===== config.mk =====
export PLATFORM = sky130hd
export DESIGN_NAME = lock_sequence_ctrl
export DESIGN_NICKNAME = d
export VERILOG_FILES = /design/src/rtl/lock_sequence_ctrl.sv
export SDC_FILE = /design/constraint.sdc
export NUM_CORES = 1
export LEC_CHECK = 0
export ABC_AREA = 1
export CORE_MARGIN = 2
export CORE_UTILIZATION = 56
export CTS_CLUSTER_DIAMETER = 120
export DETAILED_ROUTE_END_ITERATION = 16
export PLACE_DENSITY_LB_ADDON = 0.2
export SLEW_MARGIN = 20
export SYNTH_ARGS = -nofsm -noshare
export SYNTH_HDL_FRONTEND = slang
export SYNTH_SLANG_ARGS = --single-unit
export TNS_END_PERCENT = 30

===== constraint.sdc =====
create_clock -name clk -period 3.9 [get_ports clk]
set_clock_uncertainty 0.15 [all_clocks]
set_input_delay 0.975 -clock clk [delete_from_list [all_inputs] [get_ports clk]]
set_output_delay 0.975 -clock clk [all_outputs]
set_load 0.05 [all_outputs]

===== src/rtl/lock_sequence_ctrl.sv =====
// lock_sequence_ctrl: control FSM for the door-lock/alarm datapath.
// Sequences the entry timer after the door opens, checks a 4-symbol keypad
// code, counts wrong codes and escalates to alarm.
// Optional build macro LOCK_AUTO_RELOCK_EN: relock automatically after
// RELOCK_CYCLES idle (door closed) cycles in UNLOCKED.
module lock_sequence_ctrl #(
    parameter logic [7:0] CODE          = 8'b10_01_11_00,
    parameter int         ENTRY_CYCLES  = 8,
    parameter int         DIGIT_TIMEOUT = 16,
    parameter int         MAX_TRIES     = 3,
    parameter int         RELOCK_CYCLES = 32
) (
    input  logic       clk,
    input  logic       reset,
    input  logic       anysw,
    input  logic       key_valid,
    input  logic [1:0] key_sym,
    input  logic       lock_cmd,
    output logic       locked,
    output logic       alarm,
    output logic       entimer,
    output logic [1:0] fail_cnt
);

    localparam int ET_W = $clog2(ENTRY_CYCLES);
    localparam int DT_W = $clog2(DIGIT_TIMEOUT);

    localparam logic [ET_W-1:0] ENTRY_LOAD = ET_W'(ENTRY_CYCLES - 1);
    localparam logic [DT_W-1:0] DIGIT_LOAD = DT_W'(DIGIT_TIMEOUT - 1);
    localparam logic [1:0]      MAX_FAIL   = 2'(MAX_TRIES);

    typedef enum logic [1:0] {
        S_LOCKED   = 2'd0,
        S_ENTRY    = 2'd1,
        S_UNLOCKED = 2'd2,
        S_ALARM    = 2'd3
    } state_t;

    state_t            state, next_state;
    logic [1:0]        idx;
    logic              mismatch;
    logic [ET_W-1:0]   entry_cnt;
    logic [DT_W-1:0]   digit_cnt;

    logic [1:0]        exp_sym;
    logic              key_take;
    logic              sym_miss;
    logic              code_done;
    logic              code_ok;
    logic              code_bad;
    logic [1:0]        fail_inc;
    logic              to_alarm;

`ifdef LOCK_AUTO_RELOCK_EN
    localparam int RL_W = $clog2(RELOCK_CYCLES);
    localparam logic [RL_W-1:0] RELOCK_LOAD = RL_W'(RELOCK_CYCLES - 1);
    logic [RL_W-1:0] relock_cnt;
`endif

    // Select the code symbol expected at the current entry position.
    always_comb begin
        // NOTE: every always_comb output gets a default first so no latch is inferred.
        exp_sym = CODE[7:6];
        case (idx)
            2'd0: exp_sym = CODE[7:6];
            2'd1: exp_sym = CODE[5:4];
            2'd2: exp_sym = CODE[3:2];
            2'd3: exp_sym = CODE[1:0];
            default: exp_sym = CODE[7:6];
        endcase
    end

    // Keys are only evaluated outside UNLOCKED; a code completes on the 4th symbol.
    assign key_take  = key_valid && (state != S_UNLOCKED);
    assign sym_miss  = (key_sym != exp_sym);
    assign code_done = key_take && (idx == 2'd3);
    assign code_ok   = code_done && !(mismatch || sym_miss);
    assign code_bad  = code_done && (mismatch || sym_miss);
    assign fail_inc  = (fail_cnt >= MAX_FAIL) ? MAX_FAIL : fail_cnt + 2'd1;
    assign to_alarm  = code_bad && (fail_inc == MAX_FAIL);

    // State register.
    always_ff @(posedge clk) begin
        // NOTE: sequential state uses non-blocking assignments so all registers update together.
        if (reset) state <= S_LOCKED;
        else       state <= next_state;
    end

    // Next-state logic; a completing code always outranks the door sensor and timer.
    always_comb begin
        next_state = state;
        case (state)
            S_LOCKED: begin
                if (code_ok)                     next_state = S_UNLOCKED;
                else if (to_alarm)               next_state = S_ALARM;
                else if (anysw && !code_done)    next_state = S_ENTRY;
            end
            S_ENTRY: begin
                if (code_ok)                     next_state = S_UNLOCKED;
                else if (to_alarm || entry_cnt == '0) next_state = S_ALARM;
            end
            S_UNLOCKED: begin
                if (lock_cmd)                    next_state = S_LOCKED;
`ifdef LOCK_AUTO_RELOCK_EN
                else if (!anysw && relock_cnt == '0) next_state = S_LOCKED;
`endif
            end
            S_ALARM: begin
                if (code_ok)                     next_state = S_UNLOCKED;
            end
            default: next_state = S_LOCKED;
        endcase
    end

    // Output decode from the registered state.
    always_comb begin
        locked  = 1'b1;
        alarm   = 1'b0;
        entimer = 1'b0;
        case (state)
            S_ENTRY:    entimer = 1'b1;
            S_UNLOCKED: locked  = 1'b0;
            S_ALARM:    alarm   = 1'b1;
            default:    ;
        endcase
    end

    // Code checker: symbol index, sticky mismatch flag and inter-digit timeout.
    always_ff @(posedge clk) begin
        if (reset) begin
            idx       <= 2'd0;
            mismatch  <= 1'b0;
            digit_cnt <= '0;
        end else if (state == S_UNLOCKED) begin
            idx      <= 2'd0;
            mismatch <= 1'b0;
        end else if (key_take) begin
            digit_cnt <= DIGIT_LOAD;
            if (idx == 2'd3) begin
                idx      <= 2'd0;
                mismatch <= 1'b0;
            end else begin
                idx      <= idx + 2'd1;
                mismatch <= mismatch | sym_miss;
            end
        end else if (idx != 2'd0) begin
            if (digit_cnt == '0) begin
                idx      <= 2'd0;
                mismatch <= 1'b0;
            end else begin
                digit_cnt <= digit_cnt - DT_W'(1);
            end
        end
    end

    // Wrong-code counter, cleared by a correct code and saturating at MAX_TRIES.
    always_ff @(posedge clk) begin
        if (reset)         fail_cnt <= 2'd0;
        else if (code_ok)  fail_cnt <= 2'd0;
        else if (code_bad) fail_cnt <= fail_inc;
    end

    // Entry timer: loaded when the door opens in LOCKED, counts down in ENTRY.
    always_ff @(posedge clk) begin
        if (reset)
            entry_cnt <= '0;
        else if (state == S_LOCKED && next_state == S_ENTRY)
            entry_cnt <= ENTRY_LOAD;
        else if (state == S_ENTRY && entry_cnt != '0)
            entry_cnt <= entry_cnt - ET_W'(1);
    end

`ifdef LOCK_AUTO_RELOCK_EN
    // Relock counter: loaded on entry to UNLOCKED, held off while the door is open.
    always_ff @(posedge clk) begin
        if (reset)
            relock_cnt <= '0;
        else if (state != S_UNLOCKED && next_state == S_UNLOCKED)
            relock_cnt <= RELOCK_LOAD;
        else if (state == S_UNLOCKED) begin
            if (anysw)                relock_cnt <= RELOCK_LOAD;
            else if (relock_cnt != '0) relock_cnt <= relock_cnt - RL_W'(1);
        end
    end
`endif

endmodule


[Word level (Yosys, flattened, before mapping)]
Cells that the tools add are included.
Storage, ports and cells
  input bits: 7
  bits in registers: 14
  word-level logic and storage cells: 75
Operators by class
  mux-type cells: 26
  add/subtract/negate cells: 4
  reductions and logical operators: 25
  eq/ne operators: 11
  $lt $le $gt $ge: 1
  bitwise logic cells: 2
Operators by type and width (count)
  $mux W2: 12
  $pmux W2 S4: 2
  $mux W4: 3
  $eq A2 B2 Y1 const B: 5
  $logic_and A1 B1 Y1: 8
  $reduce_bool A2 Y1: 4
  $mux W1: 7
  $eq A2 B1 Y1 const B: 3
  $mux W3: 2
  $add A2 B1 Y2 const B: 2
  $logic_not A2 Y1: 2
  $logic_not A4 Y1: 1
  $ne A2 B2 Y1 const B: 2
  $reduce_or A2 Y1: 2
  $sub A4 B1 Y4 const B: 1
  $logic_not A3 Y1: 1
  $reduce_and A3 Y1: 1
  $reduce_bool A3 Y1: 1
  $sub A3 B1 Y3 const B: 1
  $ge A2 B2 Y1 const B: 1
  $logic_not A1 Y1: 2
  $logic_or A1 B1 Y1: 2
  $ne A2 B2 Y1: 1
  $reduce_and A2 Y1: 1
  other kinds (2): 2

[Depth between registers and ports, before layout]
  word-level depth: 13
  mapped depth: 12
  mapped depth without buffers: 12

[Least setup slack after synthesis]
No wires, ideal clock.
  path type: reg2out
  from: register state[0]
  to: output entimer
  required time: 2775 ps
  path slack: 1900 ps
  cell stages (with the launch flop): 3
  buffers on the path: 0
  data arrival time: 875 ps
  cells stage by stage: dfxtp_1 inv_2 nor2_2
Between the ends
  word-level cells in the longest chain between the ends: 2
Ends and longest elaborated chain
  from (decl): RTL line 39  | state_t state, next_state;
  from (signal assigned): RTL line 86  | else state <= next_state;
  $eq A2 B1 Y1: RTL line 120  | case (state)
  $mux W1: RTL line 120
  to (decl): RTL line 21  | output logic entimer,
No other way between the ends.

[Worst setup path after layout]
  from: register state[0]
  to: output locked
Between the ends
  word-level cells in the longest chain between the ends: 2
Ends and longest elaborated chain
  $eq A2 B2 Y1: RTL line 120
  $mux W1: RTL line 120
  to (decl): RTL line 19  | output logic locked,
No other way between the ends.

==> results_dict.tcl <==
set metrics [dict create \
    synth_xor_area_share_pct 1.02 \
    n_fill_cell 129 \
    yosysWarnings 0 \
    fin_tns_setup_ps 0 \
    dpl_cell_area_um2 991 \
    min_path_cells 2 \
    start_util_pct 58.5 \
    wl_um 1590 \
    slowest_stage "clkdlybuf4s50_1" \
    status "completed" \
    p_total_mw 0.409 \
    via_per_inst 5.14 \
    synth-seq-cells 14 \
    cp.arrival_ps 1690 \
    cp.required_ps 2770 \
    power_frac_seq_pct 41.4 \
    routabilityCongestion 0.798 \
    synth_top_family_by_area "simple AND/OR/NAND/NOR gates" \
    maxCapViolCount 0 \
    fmax_mhz 356 \
    die_w_um 43.2 \
    critPathBufInv 2 \
    ys_seq_area_share_pct 32.6 \
    antenna_cells 0 \
    ctsResizeCount 0 \
    nets 153 \
    rsz0062_at_grt "no" \
    holdCritPathClass "reg -> reg" \
    netSwitchingFraction_pct 34.0 \
    setup.worst_path.class "reg -> out" \
    rr_worst_depth 11 \
    finalCriticalPeriod_ps 2810 \
    core_mm2 0.00147 \
    critPathMaxFanout 6 \
    cts_root_buf "clkbuf_4" \
    synthCells 124 \
    ant_nets 0 \
    synth_compound_area_share_pct 11.3 \
    grt_pass1_wl_um 2800 \
    cts_inserted_buffers 3 \
    fp-row-count 14 \
    cp.depth 3 \
    cts_tree "done" \
    synthesis.area_um2 861 \
    grt_max_degree 9 \
    clk_pin_slew_worst_paths_ps 90 \
    routedWlPerCell_um 10.3 \
    peakVddDrop_v 0.000280 \
    first_pass_iters 4 \
    die_area_mm2 0.00187 \
    via_count 797 \
    layout-drive-gt1-share_pct 12.2 \
    clockBufferDepth 2 \
    power_frac_comb_pct 32.6 \
    overflow 0 \
    end_kind "output port" \
    io_pins 12 \
    p_leak_nw 0.527 \
    syn_area_per_cell_um2 6.94 \
    slew-limit-headroom_pct 66.5 \
    place.port_buffers 11 \
    synthToLayoutAreaGrowth_pct 19.3 \
    finalSetupViolCount 0 \
    yosysUniqueCellTypes 22 \
    synth_fa_ha_area_share_pct 8.72 \
    clkLatencyLatePin_ps 290 \
    start_kind "register" \
    drtIter0Drc 9 \
    hold_violations 0 \
    p_int_mw 0.270 \
    yosys.area_share.simple_pct 31.3 \
    cts_hold_buf 0 \
    h-tree-depth 1 \
    drc_errors 0 \
    die_y_um 43.2 \
    powerDensity_mw_per_mm2 399 \
    clkPwrFrac_pct 26.0 \
    stdcell_area_mm2 0.00103 \
    hpwlAfterDp_um 1270 \
    crit_path_max_incr_delay_ps 810 \
    cts_sinks 14 \
    worst_pin_slew_ps 502 \
    crit_family "buffers and inverters" \
    slew_viol_final 0 \
    cp_cell_sequence "inv_2 -> nand2_4 -> clkdlybuf4s50_1" \
    switching_power_mw 0.139 \
    fin_crit_sh_pct 72.1 \
    synth_mux_area_share_pct 2.62 \
    antenna_found_initial 0 \
    grt_use_total_pct 20.2 \
    syn-num-nets 137 \
    grt_pass1_vias 735 \
    post_cts_buffers 0 \
]
## synthesized netlist by cell type (all sizes together)
cell type / instances / area (um2)
xor2: 1 / 8.76
nor2: 18 / 72.6
inv: 28 / 108
a31oi: 1 / 6.26
mux2: 2 / 22.5
ha: 6 / 75.1
nand2: 23 / 96.4
nand3: 12 / 87.6
dfxtp: 14 / 280
and3: 1 / 6.26
a21oi: 10 / 53.8
o21ai: 6 / 30.0
a21o: 1 / 7.51
nand4: 1 / 6.26
## per-stage QoR
step	utilization (%)	cells	hold slack, ps	setup slack (ps)
CTS	69.8	155	319	1080
floorplan	-	124	289	1900
detailed placement	67.3	151	306	1320
global route	69.8	155	340	980
finish	69.8	155	318	1090
global placement	67.3	151	302	1370
## layout by cell type, fill, tap and decap left out, types with 2 or more instances in the layout
master,netlist,final
a21oi_1,9,9
clkbuf_4,0,3
clkdlybuf4s50_1,0,11
dfxtp_1,14,14
ha_1,6,6
inv_1,26,26
mux2_2,2,2
nand2_1,21,21
nand3_1,8,8
nand3_2,3,3
nor2_1,16,16
nor2_2,2,2
o21ai_0,6,6
## final timing paths
kind                               from                        end  slack [ps]
setup reg to reg    idx[0]$_SDFFE_PP0P_  entry_cnt[0]$_SDFFE_PP0P_        2000
setup / recovery    state[0]$_SDFF_PP0_                     locked        1090
hold / removal    mismatch$_SDFFE_PP0P_      mismatch$_SDFFE_PP0P_         320
hold reg to reg   mismatch$_SDFFE_PP0P_      mismatch$_SDFFE_PP0P_         320
## state kept, by name, summed over array words and instances (netlist names)
signal	flops
idx	2
fail_cnt	2
mismatch	1
entry_cnt	3
state	2
digit_cnt	4
## per-layer routing
| layer | track usage [%] | share of wire, % | vias to the layer above | routed length, um |
|---|---|---|---|---|
| met5 | 0 | 0 | - | 0 |
| met4 | 10.9 | 2.4 | 0 | 38 |
| met3 | 3.83 | 3.8 | 4 | 60 |
| li1 | - | - | 419 | - |
| met2 | 36.4 | 49 | 15 | 778 |
| met1 | 21.7 | 45 | 359 | 713 |
## tightest hold or removal path: cells and delay by family, from the launching register on
family           cells  cell delay [ps]
AND/OR/NAND/NOR      1               60
flip-flops           1              320
AO/OA/AOI/OAI        1               50
## area by class of cell
| class | count | area (um2) | area share [%] |
|---|---|---|---|
| flip-flops and latches | 14 | 280 | 27.3 |
| repair buffers | 11 | 110 | 10.7 |
| well taps | 16 | 20.0 | 1.95 |
| clock buffers | 4 | 36.3 | 3.53 |
| multi-input cells | 82 | 473 | 46.0 |
| inverters | 28 | 108 | 10.5 |
## logic make-up after synthesis
logic type | Yosys count
buffers and inverters | 28
flip-flops | 14
adder cells (fa/ha/maj) | 6
AND/OR/NAND/NOR | 55
multiplexers | 2
XOR/XNOR | 1
AO/OA/AOI/OAI | 18
## power by group through the flow
stage               Clock [mW]  Sequential (mW)  Combinational, mW
floorplan                    0            0.171              0.103
global placement             0            0.172              0.128
detailed placement           0            0.173              0.135
CTS                      0.109            0.170              0.136
global route             0.116            0.171              0.154
finish                   0.106            0.169              0.134
(Power assumes the default switching activity.)
